File: config.mk
export PLATFORM = sky130hd
export DESIGN_NAME = led_matrix_scanner
export DESIGN_NICKNAME = d
export VERILOG_FILES = /design/src/rtl/led_matrix_scanner.sv
export SDC_FILE = /design/constraint.sdc
export NUM_CORES = 1
export LEC_CHECK = 0
export CORE_MARGIN = 2
export CORE_UTILIZATION = 57
export DETAILED_ROUTE_END_ITERATION = 8
export PLACE_DENSITY = 0.88
export SLEW_MARGIN = 20
export SYNTH_ARGS = -nofsm -noshare
export SYNTH_HDL_FRONTEND = slang
export SYNTH_SLANG_ARGS = --single-unit
File: constraint.sdc
create_clock -name clk32mhz -period 4.6 [get_ports clk32mhz]
set_clock_uncertainty 0.15 [all_clocks]
set_input_delay 0.92 -clock clk32mhz [delete_from_list [all_inputs] [get_ports clk32mhz]]
set_output_delay 0.92 -clock clk32mhz [all_outputs]
set_load 0.02 [all_outputs]
File: src/rtl/led_matrix_scanner.sv
// led_matrix_scanner
//   Scans a ROWS x COLS LED matrix from a synchronous framebuffer. Each row
//   is fetched, shifted out MSB-first on the column shift register, latched
//   together with one step of the row shift register, and then shown for
//   2^SCREENTIMERWIDTH cycles with PWM brightness on OEB.
//
// Ports
//   clk32mhz    sole clock, rising edge
//   reset       synchronous, active-high
//   enable      scan request, sampled in IDLE and at row boundaries
//   brightness  on-time fraction, latched on DISPLAY entry
//   fb_row      framebuffer row address (current row)
//   fb_data     framebuffer row contents, valid one cycle after fb_row moves
//   CSDI/CCLK   column shift data / clock
//   LE          column latch enable
//   RSDI/RCLK   row shift data / clock
//   OEB         driver output enable, active low
//   frame_done  one-cycle pulse in the cycle the row wraps to 0
//   busy        high whenever not IDLE
//
// state    | meaning
// ---------+------------------------------------------------------------
// S_IDLE   | outputs quiet, row held at 0, waiting for enable
// S_FETCH  | 2 cycles: address RAM, capture row data on the second
// S_SHIFT  | 2*COLS cycles: one CSDI bit per CCLK pulse, MSB first
// S_LATCH  | 4 cycles: RCLK/LE pulse, RSDI marks row 0
// S_DISPLAY| 2^SCREENTIMERWIDTH cycles: PWM on OEB, then advance row

module led_matrix_scanner #(
    parameter int COLS             = 16,
    parameter int ROWS             = 16,
    parameter int SCREENTIMERWIDTH = 10,
    parameter int BRIGHTBITS       = 4,
    parameter int COL_ACTIVE_LOW   = 0,
    localparam int RW              = ($clog2(ROWS) > 1) ? $clog2(ROWS) : 1
) (
    input  logic                  clk32mhz,
    input  logic                  reset,
    input  logic                  enable,
    input  logic [BRIGHTBITS-1:0] brightness,
    output logic [RW-1:0]         fb_row,
    input  logic [COLS-1:0]       fb_data,
    output logic                  CSDI,
    output logic                  CCLK,
    output logic                  LE,
    output logic                  RSDI,
    output logic                  RCLK,
    output logic                  OEB,
    output logic                  frame_done,
    output logic                  busy
);

    // One counter serves every state; it must reach both 2*COLS-1 and the
    // full dwell range.
    localparam int CW = (SCREENTIMERWIDTH > $clog2(2 * COLS)) ? SCREENTIMERWIDTH
                                                             : $clog2(2 * COLS);

    localparam logic [CW-1:0]   FETCH_LAST = CW'(1);
    localparam logic [CW-1:0]   SHIFT_LAST = CW'(2 * COLS - 1);
    localparam logic [CW-1:0]   LATCH_LAST = CW'(3);
    localparam logic [CW-1:0]   LATCH_PULSE = CW'(1);
    localparam logic [CW-1:0]   DISP_LAST  = CW'((1 << SCREENTIMERWIDTH) - 1);
    localparam logic [RW-1:0]   ROW_LAST   = RW'(ROWS - 1);
    localparam logic [COLS-1:0] COL_MASK   = (COL_ACTIVE_LOW != 0) ? {COLS{1'b1}}
                                                                   : {COLS{1'b0}};

    typedef enum logic [2:0] {
        S_IDLE,
        S_FETCH,
        S_SHIFT,
        S_LATCH,
        S_DISPLAY
    } state_t;

    state_t                state_q, state_d;
    logic [CW-1:0]         cnt_q, cnt_d;
    logic [RW-1:0]         row_q, row_d;
    logic [COLS-1:0]       sr_q, sr_d;
    logic [BRIGHTBITS-1:0] bright_q, bright_d;
    logic                  csdi_q, csdi_d;
    logic                  cclk_q, cclk_d;
    logic                  le_q, le_d;
    logic                  rsdi_q, rsdi_d;
    logic                  rclk_q, rclk_d;
    logic                  oeb_q, oeb_d;
    logic                  frame_done_q, frame_done_d;
    logic                  busy_q, busy_d;

    always_comb begin
        state_d      = state_q;
        cnt_d        = cnt_q + CW'(1);
        row_d        = row_q;
        sr_d         = sr_q;
        bright_d     = bright_q;
        frame_done_d = 1'b0;

        case (state_q)
            S_IDLE: begin
                cnt_d = '0;
                row_d = '0;
                if (enable) begin
                    state_d = S_FETCH;
                end
            end
            S_FETCH: begin
                // RAM answers one cycle after fb_row moved, so the second
                // FETCH cycle carries valid data.
                if (cnt_q == FETCH_LAST) begin
                    state_d = S_SHIFT;
                    cnt_d   = '0;
                    sr_d    = fb_data ^ COL_MASK;
                end
            end
            S_SHIFT: begin
                // Advance after the CCLK-high half so CSDI is stable across
                // both halves of each bit.
                if (cnt_q[0]) begin
                    sr_d = {sr_q[COLS-2:0], 1'b0};
                end
                if (cnt_q == SHIFT_LAST) begin
                    state_d = S_LATCH;
                    cnt_d   = '0;
                end
            end
            S_LATCH: begin
                if (cnt_q == LATCH_LAST) begin
                    state_d  = S_DISPLAY;
                    cnt_d    = '0;
                    bright_d = brightness;
                end
            end
            S_DISPLAY: begin
                if (cnt_q == DISP_LAST) begin
                    cnt_d = '0;
                    if (row_q == ROW_LAST) begin
                        row_d        = '0;
                        frame_done_d = 1'b1;
                    end else begin
                        row_d = row_q + RW'(1);
                    end
                    if (enable) begin
                        state_d = S_FETCH;
                    end else begin
                        state_d = S_IDLE;
                        row_d   = '0;
                    end
                end
            end
            default: begin
                state_d = S_IDLE;
                cnt_d   = '0;
                row_d   = '0;
            end
        endcase
    end

    // Outputs are decoded from the next-state values so the registered
    // pins line up with the state they belong to.
    always_comb begin
        busy_d = (state_d != S_IDLE);
        csdi_d = (state_d == S_SHIFT) && sr_d[COLS-1];
        cclk_d = (state_d == S_SHIFT) && cnt_d[0];
        rsdi_d = (state_d == S_LATCH) && (cnt_d != LATCH_LAST) && (row_d == '0);
        rclk_d = (state_d == S_LATCH) && (cnt_d == LATCH_PULSE);
        le_d   = (state_d == S_LATCH) && (cnt_d == LATCH_PULSE);
        oeb_d  = !((state_d == S_DISPLAY) &&
                   (cnt_d[SCREENTIMERWIDTH-1 -: BRIGHTBITS] < bright_d));
    end

    always_ff @(posedge clk32mhz) begin
        if (reset) begin
            state_q      <= S_IDLE;
            cnt_q        <= '0;
            row_q        <= '0;
            sr_q         <= '0;
            bright_q     <= '0;
            csdi_q       <= 1'b0;
            cclk_q       <= 1'b0;
            le_q         <= 1'b0;
            rsdi_q       <= 1'b0;
            rclk_q       <= 1'b0;
            oeb_q        <= 1'b1;
            frame_done_q <= 1'b0;
            busy_q       <= 1'b0;
        end else begin
            state_q      <= state_d;
            cnt_q        <= cnt_d;
            row_q        <= row_d;
            sr_q         <= sr_d;
            bright_q     <= bright_d;
            csdi_q       <= csdi_d;
            cclk_q       <= cclk_d;
            le_q         <= le_d;
            rsdi_q       <= rsdi_d;
            rclk_q       <= rclk_d;
            oeb_q        <= oeb_d;
            frame_done_q <= frame_done_d;
            busy_q       <= busy_d;
        end
    end

    assign fb_row     = row_q;
    assign CSDI       = csdi_q;
    assign CCLK       = cclk_q;
    assign LE         = le_q;
    assign RSDI       = rsdi_q;
    assign RCLK       = rclk_q;
    assign OEB        = oeb_q;
    assign frame_done = frame_done_q;
    assign busy       = busy_q;

endmodule
# After elaboration in Yosys (flattened, before gate mapping)
# Cells that the tools add are included.
# W data, S select, Z words.
# classes
add_sub_neg	2
n_lt_le_gt_ge	1
n_eq_ne	16
mux	22
bitwise_logic	2
n_reduce_logical	14
# ops
operator	n
$mux W10	4
$pmux W10 S4	1
$mux W16	2
$pmux W16 S2	1
$eq A10 B1 Y1 const B	2
$mux W4	5
$mux W3	5
$pmux W3 S5	1
$eq A3 B2 Y1 const B	4
$add A10 B1 Y10 const B	1
$eq A10 B10 Y1 const B	1
$eq A10 B2 Y1 const B	1
$eq A10 B5 Y1 const B	1
$ne A10 B2 Y1 const B	1
$pmux W4 S2	1
$eq A3 B3 Y1 const B	2
$logic_and A1 B1 Y1	6
$reduce_or A3 Y1	2
$add A4 B1 Y4 const B	1
$eq A4 B4 Y1 const B	1
$logic_not A4 Y1	1
$lt A4 B4 Y1	1
$ne A2 B2 Y1 const B	2
$eq A3 B1 Y1 const B	1
other kinds (7)	9
# totals
ff_bits	44
inputBits	23
out_inout_bits	12
wordCells	70

# Depth between registers and ports, before layout
# Gate-level depths: netlist (run 1).
# logic_depth
word_depth	7
depth_mapped	10
depth_no_buf	10

# Worst setup path before layout (run 1)
# Ideal clock, no wire load.
# synth_path
path_kind	register -> register
startpoint	register cnt_q[2]
endpoint	register oeb_q (netlist: OEB)
setup_time_ns	0.144
arrival_ns	2.480
required_time_ns	4.306
slack_ns	1.825
stages_incl_launch_ff	10
n_path_buf	1
synth_period_minus_slack_ns	2.775
cell_sequence	dfxtp_1 -> clkbuf_1 -> or4_1 -> o31ai_1 -> o21ai_0 -> a31oi_1 -> nor2_1 -> ha_1 -> o211ai_1 -> o2111ai_1
# synth_via
elab_chain_len	6
word_cells_on_any_way	21
classes_between	add/sub (1); order compare (1); eq/ne (5); mux (12); reduce/logical (2)
# synth_lines
element	line_no	text
start: declaration	76	logic [CW-1:0] cnt_q, cnt_d;
start signal: assignment	187	cnt_q <= cnt_d;
$add A10 B1 Y10, or another cell as far along	91	cnt_d = cnt_q + CW'(1);
$mux W10 (on tied branches)	--	
$pmux W10 S4 *	97	case (state_q)
named net cnt_d[7]	76	
$lt A4 B4 Y1 *	167	(cnt_d[SCREENTIMERWIDTH-1 -: BRIGHTBITS] < bright_d));
$logic_and A1 B1 Y1 *	166	oeb_d = !((state_d == S_DISPLAY) &&
$logic_not A1 Y1 *	166	
end signal: assignment	182	oeb_q <= 1'b1;
end signal: assignment	196	oeb_q <= oeb_d;
end: declaration	85	logic oeb_q, oeb_d;
# Mark *: on every way through the listed nets, which the timed path passes. The rest lies on a longest branch.
# A chain may end at the register's enable or synchronous reset.

# Final worst setup path (run 1)
# layout_path
startpoint	register cnt_q[5]
endpoint	register oeb_q (netlist: OEB)
# The elaborated chain is that of the path after synthesis.

==> results of run 1 <==
## critical path, cell delays in order, from the launching register on
cell and delay [ns]:
dfxtp_1 0.41, or4_1 0.67, o31ai_1 0.48, o21ai_0 0.16
a31oi_1 0.37, nor2_1 0.11, ha_1 0.33, a21oi_1 0.16
o2111ai_1 0.11
## per-layer routing
metal | vias to the layer above | part of all wire [%]
met3 | 7 | 4.4
met1 | 907 | 47
met2 | 48 | 47
met5 | - | 0
met4 | 0 | 1.2
li1 | 962 | -
## per-stage QoR
stage	std cells	power [mW]	worst slack (ns)
after floorplan	249	0.444	1.83
after global placement	315	0.477	1.64
after detailed placement	315	0.479	1.57
after CTS	322	0.813	1.56
after global routing	322	0.836	1.24
final	322	0.812	1.51
## state kept, by name (all words and copies together) (netlist names), 3 cells and up
signal,flops
cnt_q,10
sr_q,16
bright_q,4
fb_row,4
state_q,3
## Yosys cell counts, types with 2 or more instances
| library cell | instances | area (um^2) |
|---|---|---|
| a21oi_1 | 19 | 95.1 |
| a221oi_1 | 3 | 26.3 |
| a22oi_1 | 2 | 15.0 |
| a311oi_1 | 2 | 17.5 |
| a31oi_1 | 3 | 18.8 |
| a32oi_1 | 16 | 140 |
| and3_1 | 2 | 12.5 |
| buf_2 | 2 | 10.0 |
| clkbuf_1 | 16 | 60.1 |
| dfxtp_1 | 44 | 881 |
| ha_1 | 6 | 75.1 |
| inv_1 | 7 | 26.3 |
| mux2i_1 | 6 | 60.1 |
| nand2_1 | 21 | 78.8 |
| nand2b_1 | 2 | 12.5 |
| nand3_1 | 9 | 45.0 |
| nand3b_1 | 2 | 15.0 |
| nand4_1 | 2 | 12.5 |
| nor2_1 | 24 | 90.1 |
| nor2b_1 | 2 | 12.5 |
| nor3_1 | 12 | 60.1 |
| o211ai_1 | 2 | 15.0 |
| o21ai_0 | 5 | 25.0 |
| o31ai_1 | 3 | 22.5 |
| or4_1 | 2 | 15.0 |
| xnor2_1 | 8 | 70.1 |
| xor2_1 | 4 | 35.0 |
## path summary, 6_finish.rpt
check | endpoint | slack [ns] | start
worst max-delay path | OEB | 1.51 | cnt_q[5]
worst min-delay path | sr_q[6] | 0.31 | sr_q[6]
worst max register to register | OEB | 1.51 | cnt_q[5]
worst min register to register | sr_q[6] | 0.31 | sr_q[6]
## final cells by class
class                           count  share of cell area, %
Tap cell                           48                   2.29
Sequential cell                    44                   33.5
Clock buffer                        5                   2.62
Timing Repair Buffer               38                   14.1
Clock inverter                      2                   2.29
Multi-Input combinational cell    178                   44.2
Inverter                            7                   1.00
## logic make-up after synthesis
family,after synthesis,synth area share (%)
adders and majority gates,6,3.49
AOI/OAI and AO/OA,63,20.5
xor gates and xnor gates,12,4.88
DFF,44,40.9
and+or+nand+nor,91,22.0
buffers and inverters,27,5.35
muxes,6,2.79
## power by group through the flow
| stage | Sequential, mW | Clock, mW | Combinational (mW) |
|---|---|---|---|
| 2_1_floorplan | 0.401 | 0 | 0.0435 |
| 3_3_place_gp | 0.399 | 0 | 0.0781 |
| 3_5_place_dp | 0.400 | 0 | 0.0787 |
| 4_1_cts | 0.391 | 0.343 | 0.0793 |
| 5_1_grt | 0.391 | 0.357 | 0.0872 |
| 6_report | 0.391 | 0.341 | 0.0799 |
==> impl_metrics.yaml, run 1 <==
cells_and_area:
  ff_latch_area_um2: 881
  mostFrequentLayoutCell: "dfxtp_1"
  final_cell_mix: "dfxtp_1, clkdlybuf4s50_1, nor2_1, nand2_1, a21oi_1"
  multi_input_area_um2: 1160
  diodes: 0
  fin_util_pct: 72.3
  area_growth_pct: 22.1
  fillCellCount: 284
  nets: 303
  drive_gt1_share_pct: 6.20
  stdcell_area_um2: 2630
die:
  die_height_um: 65.4
  initial_core_util_pct: 59.2
  fp-row-count: 22
  dieArea_um2: 4280
  fp.coreArea_um2: 3630
  ios: 35
  die_w_um: 65.4
pwr:
  p_per_area_nw_per_um2: 309
  power_frac_comb_pct: 9.8
  switching_share_pct: 21.6
  p_clk_share_pct: 42.0
  ir_drop_uv: 193
  switching_power_uw: 175
  p_int_uw: 636
  p_seq_share_pct: 48.2
  p_leak_nw: 0.882
critical_path:
  worstPathArrival_ns: 3.09
  worst-path-max-fanout: 9
  worstSetupPathType: "reg -> reg"
  critical_path_required_ns: 4.61
  start_kind: "register"
  r2r_cells: 8
  worstSetupEndpointType: "register"
global_route:
  grt_first_pass_wirelength_mm: 7.57
  use_met3_pct: 4.79
  busiest_layer: "met2"
  antenna_found_initial: 0
  use_met2_pct: 35.3
  grt_overflow_total: 0
  track_usage_pct: 22.8
  grtUsageMet1_pct: 31.3
  first_global_vias: 1630
  grt_max_degree: 36
route:
  ant_nets: 0
  route.detailed.vias_per_inst: 5.98
  drt-pass1-iter-count: 4
  wl_per_cell_um: 14.6
  postRouteWirelength_mm: 4.69
  drc: 0
  num_vias: 1924
  drt_iter0_markers: 129
clocking:
  cts_post_setup_buffers_inserted: 0
  clkLatencyLatePin_ns: 0.30
  cts_resized: 0
  clockBufferDepth: 2
  cts_inserted_buffers: 5
  ctsHoldBuffers: 0
  htreeDepth: 2
  clk_pin_slew_ns: 0.08
  cts-root-buf: "clkbuf_8"
  cts_tree: "built"
  cts_sinks: 44
timing:
  fin_hold_ws_ns: 0.308
  tightest_slew_ns: 0.974
  setup_violations: 0
  finalHoldViolCount: 0
  fin_crit_sh_pct: 67.1
  max_freq_ghz: 0.324
  fin_tns_setup_ns: 0
  slew_headroom_pct: 34.6
  maxSlewViolCount: 0
  rsz0062_at_grt: "false"
  fin_crit_ns: 3.09
synthesis:
  synth_area_um2: 2150
  synth_area_per_cell_um2: 8.64
  netlist_instances: 249
  synth_edf_count: 0
  synthArstFlopShare_pct: 0
  synth_warnings: 0
  synth_cell_type_count: 50
  yosysSeqAreaShare_pct: 40.9
  synth-main-ff-cell: "dfxtp_1"
  syn-num-nets: 278
  synth_seq_cells: 44
placed_design:
  place_congestion: 0.814
  placed_area_um2: 2500
  io_buffers: 34
  place_hpwl_mm: 3.27
status:
  status: "complete, no violations"
job:
  cap_violations: 0
min_path:
  holdCritPathClass: "reg -> reg"
  hold_depth: 2
No activity file was read; power rests on OpenSTA's default activity.
==> inputs of run 2 (changes only) <==
--- a/config.mk
+++ b/config.mk
@@ -6,9 +6,9 @@
 export NUM_CORES = 1
 export LEC_CHECK = 0
 export CORE_MARGIN = 2
-export CORE_UTILIZATION = 57
+export CORE_UTILIZATION = 53
 export DETAILED_ROUTE_END_ITERATION = 8
-export PLACE_DENSITY = 0.88
+export PLACE_DENSITY = 0.83
 export SLEW_MARGIN = 20
 export SYNTH_ARGS = -nofsm -noshare
 export SYNTH_HDL_FRONTEND = slang
==> constraint.sdc (replaced) <==
create_clock -name clk32mhz -period 2.85 [get_ports clk32mhz]
set_clock_uncertainty 0.15 [all_clocks]
set_input_delay 0.57 -clock clk32mhz [delete_from_list [all_inputs] [get_ports clk32mhz]]
set_output_delay 0.57 -clock clk32mhz [all_outputs]
set_load 0.02 [all_outputs]
==> impl_metrics.yaml, run 2 (synthesis results as in run 1) <==
status:
  status: "complete, no violations"
cells_and_area:
  mostFrequentLayoutCell: "dfxtp_1"
  diodes: 0
  multi_input_area_um2: 1180
  fillCellCount: 321
  final_cell_mix: "dfxtp_1, clkdlybuf4s50_1, nor2_1, nand2_1, a21oi_1"
  ff_latch_area_um2: 881
  drive_gt1_share_pct: 10.6
  nets: 312
  fin_util_pct: 67.9
  largest_reg_flops: 16
  largestRegisters: "sr_q: 16 flops, cnt_q: 10 flops"
  final_cells: 334
  area_growth_pct: 24.3
  stdcell_area_um2: 2680
  regMostFlops: "sr_q"
pwr:
  power_frac_comb_pct: 12.5
  switching_power_uw: 283
  switching_share_pct: 24.6
  p_seq_share_pct: 54.8
  p_int_uw: 869
  p_leak_nw: 0.896
  ir_drop_uv: 342
  p_total_mw: 1.15
  p_clk_share_pct: 32.7
  p_per_area_nw_per_um2: 431
timing:
  fin_crit_sh_pct: 95.0
  finalHoldViolCount: 0
  tightest_slew_ns: 0.981
  setup_violations: 0
  fin_crit_ns: 2.71
  maxSlewViolCount: 0
  max_freq_ghz: 0.369
  slew_headroom_pct: 34.1
  fin_hold_ws_ns: 0.305
critical_path:
  r2r_cells: 8
  worst-path-max-fanout: 6
  critical_path_required_ns: 2.85
  worstPathArrival_ns: 2.71
  critPathSlowestCell: "or3_1"
  r2r_slack_ns: 0.14
  slowest_delay_ns: 0.52
  worstSetupEndpointType: "register"
  cp_cell_sequence: "ha_1 -> nand4_1 -> or3_1 -> a31oi_1 -> nor2_1 -> ha_1 -> a21oi_1 -> o2111ai_1"
  r2r_start: "cnt_q[1]"
  timing.rr.end: "OEB"
  start_kind: "register"
  worstSetupPathType: "reg -> reg"
  critPathMostFrequentCell: "ha_1"
route:
  postRouteWirelength_mm: 4.88
  wl_per_cell_um: 14.6
  wl_met1_mm: 2.07
  route.detailed.vias_per_inst: 5.96
  drt-pass1-iter-count: 5
  routed.top_layer: "met4"
  wl_met3_um: 302
  drc: 0
  met2WireLength_mm: 2.42
  ant_nets: 0
  drt_iter0_markers: 138
  num_vias: 1991
min_path:
  hold_depth: 2
  hold_path.startpoint: "sr_q[7]"
  min_to: "sr_q[7]"
  holdCritPathClass: "reg -> reg"
clocking:
  clk_pin_slew_ns: 0.08
  cts_sinks: 44
  cts_tree: "built"
  clockBufferDepth: 2
  htreeDepth: 2
  cts-root-buf: "clkbuf_8"
  clkLatencyLatePin_ns: 0.29
  cts_inserted_buffers: 5
  ctsHoldBuffers: 0
die:
  fp.coreArea_um2: 3940
  die_height_um: 67.7
  dieArea_um2: 4590
  initial_core_util_pct: 54.6
  fp-row-count: 23
  ios: 35
  die_w_um: 67.7
global_route:
  first_global_vias: 1723
  track_usage_pct: 22.8
  grt_max_degree: 25
  grt_first_pass_wirelength_mm: 7.82
  grt_overflow_total: 0
  antenna_found_initial: 0
placed_design:
  io_buffers: 34
  place_hpwl_mm: 3.52
  dp.cells: 325
  placed_area_um2: 2560
  place_congestion: 0.917
job:
  cap_violations: 0
-- run 2: worst max-delay path: cells and delay by family (launching register included) --
family          cells  cell delay, ns
compound gates      3            0.60
fa+ha+maj           2            0.52
simple gates        3            0.90
flops               1            0.38
-- run 2: final cells by class --
type                       instances  share of cell area [%]
multi-input combinational        178                    44.2
inverter                           7                   0.982
clock inverter                     1                   0.327
clock buffer                       7                    2.85
tap                               50                    2.34
sequential                        44                    32.9
timing repair buffer              47                    16.4
-- run 2: how the worst max path moves through the flow --
stage	start	end	slack [ns]	cells past startpoint
6_report	cnt_q[1]	OEB	0.14	8
3_5_place_dp	cnt_q[2]	OEB	0.14	8
2_1_floorplan	cnt_q[2]	OEB	0.08	9
3_3_place_gp	cnt_q[2]	OEB	0.24	8
4_1_cts	cnt_q[2]	OEB	0.09	8
5_1_grt	cnt_q[1]	OEB	-0.01	8
-- run 2: stage by stage --
stage | setup WS [ns] | setup TNS (ns)
floorplan | 0.0753 | 0
global placement | 0.240 | 0
detailed placement | 0.142 | 0
CTS | 0.0917 | 0
global route | -0.0123 | -0.0123
finish | 0.143 | 0
-- run 2: power groups by stage --
stage / Clock, mW / Sequential, mW / Combinational, mW
final: 0.377 / 0.631 / 0.144
after global routing: 0.417 / 0.632 / 0.156
after CTS: 0.389 / 0.631 / 0.139
after detailed placement: 0 / 0.645 / 0.138
after global placement: 0 / 0.645 / 0.138
after floorplan: 0 / 0.647 / 0.0703
-- run 2: what timing repair did --
item / CTS / global route
setup buffers: 0 / 1
endpoints found under the setup margin: 0 / 1
gates resized for setup: 0 / 5
-- run 2: routing by layer --
metal  global-route usage (%)  vias up
met5                        0        -
met4                     9.69        0
met3                     4.17        8
met2                     37.7       79
met1                     28.9      923
li1                         -      981
==> inputs of run 3 (changes only) <==
--- a/config.mk
+++ b/config.mk
@@ -13,3 +13,4 @@
 export SYNTH_ARGS = -nofsm -noshare
 export SYNTH_HDL_FRONTEND = slang
 export SYNTH_SLANG_ARGS = --single-unit
+export TNS_END_PERCENT = 5
==> results of run 3 <==
Final layout, timing and power as in run 2 (identical DEF).
